File: config.mk
export PLATFORM = sky130hd
export DESIGN_NAME = mcycle_ctrl
export DESIGN_NICKNAME = d
export VERILOG_FILES = /design/src/rtl/mcycle_ctrl.sv
export SDC_FILE = /design/constraint.sdc
export NUM_CORES = 1
export LEC_CHECK = 0
export CORE_MARGIN = 2
export CORE_UTILIZATION = 44
export CTS_CLUSTER_DIAMETER = 40
export CTS_CLUSTER_SIZE = 20
export DETAILED_ROUTE_END_ITERATION = 10
export HOLD_SLACK_MARGIN = 0.02
export PLACE_DENSITY_LB_ADDON = 0.12
export SETUP_SLACK_MARGIN = 0.2
export SLEW_MARGIN = 20
export SYNTH_ARGS = -nofsm -noshare
export SYNTH_HDL_FRONTEND = slang
export SYNTH_SLANG_ARGS = --single-unit
File: constraint.sdc
create_clock -name clk -period 2.4 [get_ports clk]
set_clock_uncertainty 0.15 [all_clocks]
set_input_delay 0.48 -clock clk [delete_from_list [all_inputs] [get_ports clk]]
set_output_delay 0.48 -clock clk [all_outputs]
set_load 0.01 [all_outputs]
File: src/rtl/mcycle_ctrl.sv
// rtl/mcycle_ctrl.sv - multi-cycle main controller for the single-ALU CPU datapath
//
// Ports:
//   clk, rst          rising-edge clock, asynchronous active-high reset
//   op, funct         instruction register opcode and function fields
//   aluzero           ALU zero flag (branch decision)
//   memready          memory completes the current access this cycle
//   memreq, memwrite  memory request and write strobe
//   iord              memory address select (0 PC, 1 ALUOut)
//   irwrite, pcwrite  IR and PC load enables
//   pcsrc             PC source (00 ALU, 01 ALUOut, 10 jump target)
//   alusrca, alusrcb  ALU operand selects
//   aluctrl           ALU operation code
//   regdst, memtoreg  register write destination and data selects
//   regwrite          register file write enable
//   illegal           one-cycle pulse on an undecodable instruction
//   state             current state, for debug
//   icount            retired-instruction count, wraps modulo 2^CNTW

module mcycle_ctrl #(
    parameter int CNTW = 32
) (
    input  logic            clk,
    input  logic            rst,
    input  logic [5:0]      op,
    input  logic [5:0]      funct,
    input  logic            aluzero,
    input  logic            memready,
    output logic            memreq,
    output logic            memwrite,
    output logic            iord,
    output logic            irwrite,
    output logic            pcwrite,
    output logic [1:0]      pcsrc,
    output logic            alusrca,
    output logic [1:0]      alusrcb,
    output logic [3:0]      aluctrl,
    output logic            regdst,
    output logic            memtoreg,
    output logic            regwrite,
    output logic            illegal,
    output logic [3:0]      state,
    output logic [CNTW-1:0] icount
);

    typedef enum logic [3:0] {
        FETCH  = 4'd0,
        DECODE = 4'd1,
        MEMADR = 4'd2,
        MEMRD  = 4'd3,
        MEMWB  = 4'd4,
        MEMWR  = 4'd5,
        RTEXE  = 4'd6,
        ALUWB  = 4'd7,
        BRANCH = 4'd8,
        IEXE   = 4'd9,
        JUMP   = 4'd10
    } state_t;

    localparam logic [5:0] OP_RTYPE = 6'b000000;
    localparam logic [5:0] OP_LW    = 6'b100011;
    localparam logic [5:0] OP_SW    = 6'b101011;
    localparam logic [5:0] OP_BEQ   = 6'b000100;
    localparam logic [5:0] OP_ADDI  = 6'b001000;
    localparam logic [5:0] OP_ANDI  = 6'b001100;
    localparam logic [5:0] OP_ORI   = 6'b001101;
    localparam logic [5:0] OP_SLTI  = 6'b001010;
    localparam logic [5:0] OP_J     = 6'b000010;

    state_t st, st_nx;

    logic memreq_c, memwrite_c, irwrite_c, pcwrite_c, regwrite_c;
    logic retire;
    logic rt_ok;
    logic [3:0] rt_alu, i_alu;

    assign state = st;

    // Writes to architectural state are suppressed while reset is held so a
    // reset arriving mid-access cannot leave a half-done store or IR load.
    assign memreq   = memreq_c   & ~rst;
    assign memwrite = memwrite_c & ~rst;
    assign irwrite  = irwrite_c  & ~rst;
    assign pcwrite  = pcwrite_c  & ~rst;
    assign regwrite = regwrite_c & ~rst;

    always_comb begin
        rt_ok  = 1'b1;
        rt_alu = 4'd2;
        unique case (funct)
            6'b100000: rt_alu = 4'd2;
            6'b100010: rt_alu = 4'd6;
            6'b100100: rt_alu = 4'd0;
            6'b100101: rt_alu = 4'd1;
            6'b100110: rt_alu = 4'd4;
            6'b101010: rt_alu = 4'd7;
            default:   rt_ok  = 1'b0;
        endcase
    end

    always_comb begin
        i_alu = 4'd2;
        unique case (op)
            OP_ANDI: i_alu = 4'd0;
            OP_ORI:  i_alu = 4'd1;
            OP_SLTI: i_alu = 4'd7;
            default: i_alu = 4'd2;
        endcase
    end

    always_ff @(posedge clk or posedge rst) begin
        if (rst) begin
            st     <= FETCH;
            icount <= '0;
        end else begin
            st <= st_nx;
            if (retire) begin
                icount <= icount + CNTW'(1);
            end
        end
    end

    always_comb begin
        st_nx      = FETCH;
        retire     = 1'b0;
        memreq_c   = 1'b0;
        memwrite_c = 1'b0;
        iord       = 1'b0;
        irwrite_c  = 1'b0;
        pcwrite_c  = 1'b0;
        pcsrc      = 2'b00;
        alusrca    = 1'b0;
        alusrcb    = 2'b00;
        aluctrl    = 4'd2;
        regdst     = 1'b0;
        memtoreg   = 1'b0;
        regwrite_c = 1'b0;
        illegal    = 1'b0;
        unique case (st)
            FETCH: begin
                memreq_c  = 1'b1;
                alusrcb   = 2'b01;
                irwrite_c = memready;
                pcwrite_c = memready;
                st_nx     = memready ? DECODE : FETCH;
            end
            DECODE: begin
                // Speculatively form the branch target while the op is decoded.
                alusrcb = 2'b11;
                unique case (op)
                    OP_LW, OP_SW:                      st_nx = MEMADR;
                    OP_BEQ:                            st_nx = BRANCH;
                    OP_ADDI, OP_ANDI, OP_ORI, OP_SLTI: st_nx = IEXE;
                    OP_J:                              st_nx = JUMP;
                    OP_RTYPE: begin
                        st_nx   = rt_ok ? RTEXE : FETCH;
                        illegal = ~rt_ok;
                    end
                    default: illegal = 1'b1;
                endcase
            end
            MEMADR: begin
                alusrca = 1'b1;
                alusrcb = 2'b10;
                st_nx   = (op == OP_LW) ? MEMRD : MEMWR;
            end
            MEMRD: begin
                memreq_c = 1'b1;
                iord     = 1'b1;
                st_nx    = memready ? MEMWB : MEMRD;
            end
            MEMWB: begin
                memtoreg   = 1'b1;
                regwrite_c = 1'b1;
                retire     = 1'b1;
            end
            MEMWR: begin
                memreq_c   = 1'b1;
                memwrite_c = 1'b1;
                iord       = 1'b1;
                st_nx      = memready ? FETCH : MEMWR;
                retire     = memready;
            end
            RTEXE: begin
                alusrca = 1'b1;
                aluctrl = rt_alu;
                st_nx   = ALUWB;
            end
            IEXE: begin
                alusrca = 1'b1;
                alusrcb = 2'b10;
                aluctrl = i_alu;
                st_nx   = ALUWB;
            end
            ALUWB: begin
                regdst     = (op == OP_RTYPE);
                regwrite_c = 1'b1;
                retire     = 1'b1;
            end
            BRANCH: begin
                alusrca   = 1'b1;
                aluctrl   = 4'd6;
                pcsrc     = 2'b01;
                pcwrite_c = aluzero;
                retire    = 1'b1;
            end
            JUMP: begin
                pcsrc     = 2'b10;
                pcwrite_c = 1'b1;
                retire    = 1'b1;
            end
            default: st_nx = FETCH;
        endcase
    end

endmodule
==> impl_summary.txt <==
----------------------------------------------------
[Outcome]
  Outcome ... completed

[Route]
  Detailed-route via count ... 2,235
  Routed met2 length ... roughly 3100 um
  Detailed-route DRC error count ... 0
  Total Routed Length ... 6130 um
  Routed Antenna Nets ... 0
  Wire per inst ... between 10 and 15 um
  1st-pass router iterations ... 4
  Met1 routed wirelength after detailed routing ... ~2700 um
  Number of vias per cell after detailed routing ... roughly 5.2
  Number of DRC violations after detailed-routing iteration 0 ... 81
  Met3 wire length ... 250 um
  Highest signal layer in the routed design ... met4

[Clock network]
  Number of levels the H-tree was split into ... 2
  Clock Latency Late Sink ... 0.29 ns
  Hold Buf Count CTS ... 0
  Clock tree from TritonCTS ... built
  CTS Buf Count ... 5
  Clock edge transition at the registers on the reported setup and hold paths ... 0.07 ns
  Maximum root-to-sink buffer count ... 2
  Cell chosen for the clock root ... sky130_fd_sc_hd__clkbuf_8
  Clk sink count ... 36

[Worst setup path]
  Cell-by-cell listing of the critical path ... buf_6, or3_4, nor4_4, buf_4, o211a_1, nor4_2, buf_2
  Worst Setup End Kind ... primary output
  Worst path slowest cell ... sky130_fd_sc_hd__or3_4
  Maximum fanout along the worst path ... 2
  Category of the most critical setup path ... input pin to primary output
  Signal arrival time at the worst endpoint ... 1.65 ns
  Required @ worst endpoint ... 1.77 ns
  Setup crit start kind ... input pin
  Worst stage delay on the critical path ... 0.39 ns

[STA]
  Unrepaired setup endpoints after global routing ... true
  Hold slack ... 0.320 ns
  Max-Slew Margin vs Limit ... about two thirds
  Setup slack of the critical path after layout ... between 0.1 and 0.15 ns
  Period minus WS final ... ~2.3 ns
  Slew at the pin closest to its max-slew limit ... roughly 0.50 ns
  Final hold violation count ... 0
  Setup-failing EPs final ... 0
  Aggregate negative setup slack ... 0 ns
  Maximum clock frequency ... between 0.4 and 0.5 GHz
  Post-route fraction of the period consumed by the critical path ... a little over nine tenths
  Total count of max-transition violations in the final report ... 0

[Finish]
  Fraction of layout cells with a size suffix above 1 ... 34.3%
  Post-route design area ... 3680 um2
  Filler-free cell count of the finished design ... around 430
  Most frequent standard cell in the layout excluding fill and tap cells ... sky130_fd_sc_hd__buf_4
  Fill count ... 340
  Antenna fix cells ... 0
  Fin util ... between 70% and 80%
  Total Nets Final ... 378
  Most frequent cells in the layout ... 46 x sky130_fd_sc_hd__buf_4, 37 x sky130_fd_sc_hd__clkdlybuf4s50_1, 35 x sky130_fd_sc_hd__dfrtp_1
  Area growth, synth to finish ... 67.9%

[Global route]
  Global Route Usage Sum ... 21.2%
  Global route overflow ... 0
  Initial antenna violation count ... 0
  Vias in the first global route ... around 2,000
  Wire length of the first global-routing pass ... between 9000 and 10,000 um
  Pin count of the biggest net entering global routing ... 37

[Worst hold path]
  Type of the most critical hold path ... register to register

[Floorplan]
  Vertical extent of the die ... 74.5 um
  Number of placed I/O pins ... 70
  Starting utilization of the core area ... 46.1%
  Die footprint ... 5560 um2
  Core Region ... 4750 um2
  X dimension of the die ... 74.5 um
  Num rows ... 25

[Logic synthesis]
  Count of synthesis-stage warnings from yosys ... 0
  Largest area contributor in the netlist ... sky130_fd_sc_hd__dfrtp_1
  FF+latch count, synth ... 36
  Number of synthesized flops with an enable pin ... 0
  Post-synth top area share ... between 40% and 50%
  Top_reg_cell synth ... sky130_fd_sc_hd__dfrtp_1
  Sequential area share after synthesis ... 41.1%
  Syn Nets ... approximately 250
  Mean instance size in the synthesized netlist ... 9.28 um2
  Synth Cell Area ... about 2200 um2
  Count of different cell masters after synthesis ... between 40 and 50
  Ranking of synthesized cells by area ... sky130_fd_sc_hd__dfrtp_1 41%, sky130_fd_sc_hd__xor2_1 8.8%, sky130_fd_sc_hd__nand2_1 4.1%
  Cell count after synthesis ... 236
  Share of flip-flops with an asynchronous set or reset after synthesis ... between 90% and 100%

[Place]
  Worst slack after detailed placement ... -0.647 ns
  Instance count after placement with tap cells included ... 404
  Number of port buffers ... 68
  Placed wire-length estimate after detailed placement ... ~4100 um
  Total placed instance area ... 3220 um2
  Placer Congestion ... 0.843

[Flow run]
  Max-cap viol count ... 0

[Pwr]
  Worst IR drop on VDD ... roughly 0.00065 V
  Leakage dissipation ... 1.73 nW
  Power per unit of standard cell area ... 455 nW/um2
  Final total power ... 1.67 mW

----------------------------------------------------
-- layout make-up --
class	instances	area (um2)	share of cell area (%)
clock buffer	7	76.3	2.08
inverter	6	26.3	0.715
sequential	36	902	24.5
timing repair buffer	126	1090	29.7
multi-input combinational	186	1490	40.4
clock inverter	1	8.76	0.238
tap	67	83.8	2.28
-- path summary, 6_finish.rpt --
kind,slack (ns),depth (start not counted),endpoint,from
setup / recovery,0.12,7,illegal,op[3]
hold / removal,0.32,1,icount[31],icount[31]
setup reg to reg,0.16,9,icount[17],state[0]
hold reg to reg,0.32,1,icount[31],icount[31]
max in group asynchronous,1.33,3,state[2],rst
min in group asynchronous,0.42,3,icount[28],rst
-- cells by family (layout without fill, tap and decap cells) --
| logic type | count (synthesis) | count (layout) | synth area share [%] |
|---|---|---|---|
| other | 1 | 1 | 0.171 |
| adders and majority gates | 1 | 1 | 0.571 |
| buffers and inverters | 14 | 140 | 2.97 |
| AOI/OAI and AO/OA | 29 | 29 | 9.94 |
| muxes | 3 | 3 | 1.43 |
| xor gates and xnor gates | 32 | 32 | 12.8 |
| DFF | 36 | 36 | 41.1 |
| and+or+nand+nor | 120 | 120 | 31.0 |
-- where the power goes --
part	total [mW]	switching, mW	internal [mW]
Combinational	0.537	0.249	0.288
Sequential	0.709	0.0621	0.647
Clock	0.428	0.220	0.207
Total	1.67	0.532	1.14
-- worst max-delay path, delay by kind of cell --
family | cells | cell delay, ns
compound gates | 1 | 0.19
buf+inv | 3 | 0.38
simple gates | 3 | 0.58
-- sequential cells by signal (all words and copies together), names as in the netlist --
signal,flops
icount,32
state,4
-- layer usage --
metal,track usage (%),vias up
met3,4.61,9
met1,27.6,1081
met5,0,-
met4,5.56,0
li1,-,1092
met2,35.8,53
-- repair_timing --
item	in CTS	in global routing
buffers inserted	3	14
pin swaps	7	20
gates resized for setup	93	53
setup endpoints to repair	28	30
-- cell usage after synthesis (all sizes together) (2+ instances only) --
| library cell | count |
|---|---|
| a2111oi | 2 |
| o21ai | 3 |
| and3 | 3 |
| a21oi | 9 |
| inv | 6 |
| nor2b | 7 |
| nor3b | 2 |
| nand2 | 24 |
| nor3 | 17 |
| o22ai | 2 |
| nor2 | 23 |
| nand2b | 10 |
| clkbuf | 5 |
| dfrtp | 36 |
| nand3 | 7 |
| nand4 | 10 |
| buf | 3 |
| mux2i | 2 |
| xor2 | 22 |
| nor4 | 10 |
| o32ai | 3 |
| or3 | 2 |
| xnor2 | 10 |
(Power assumes the default switching activity.)
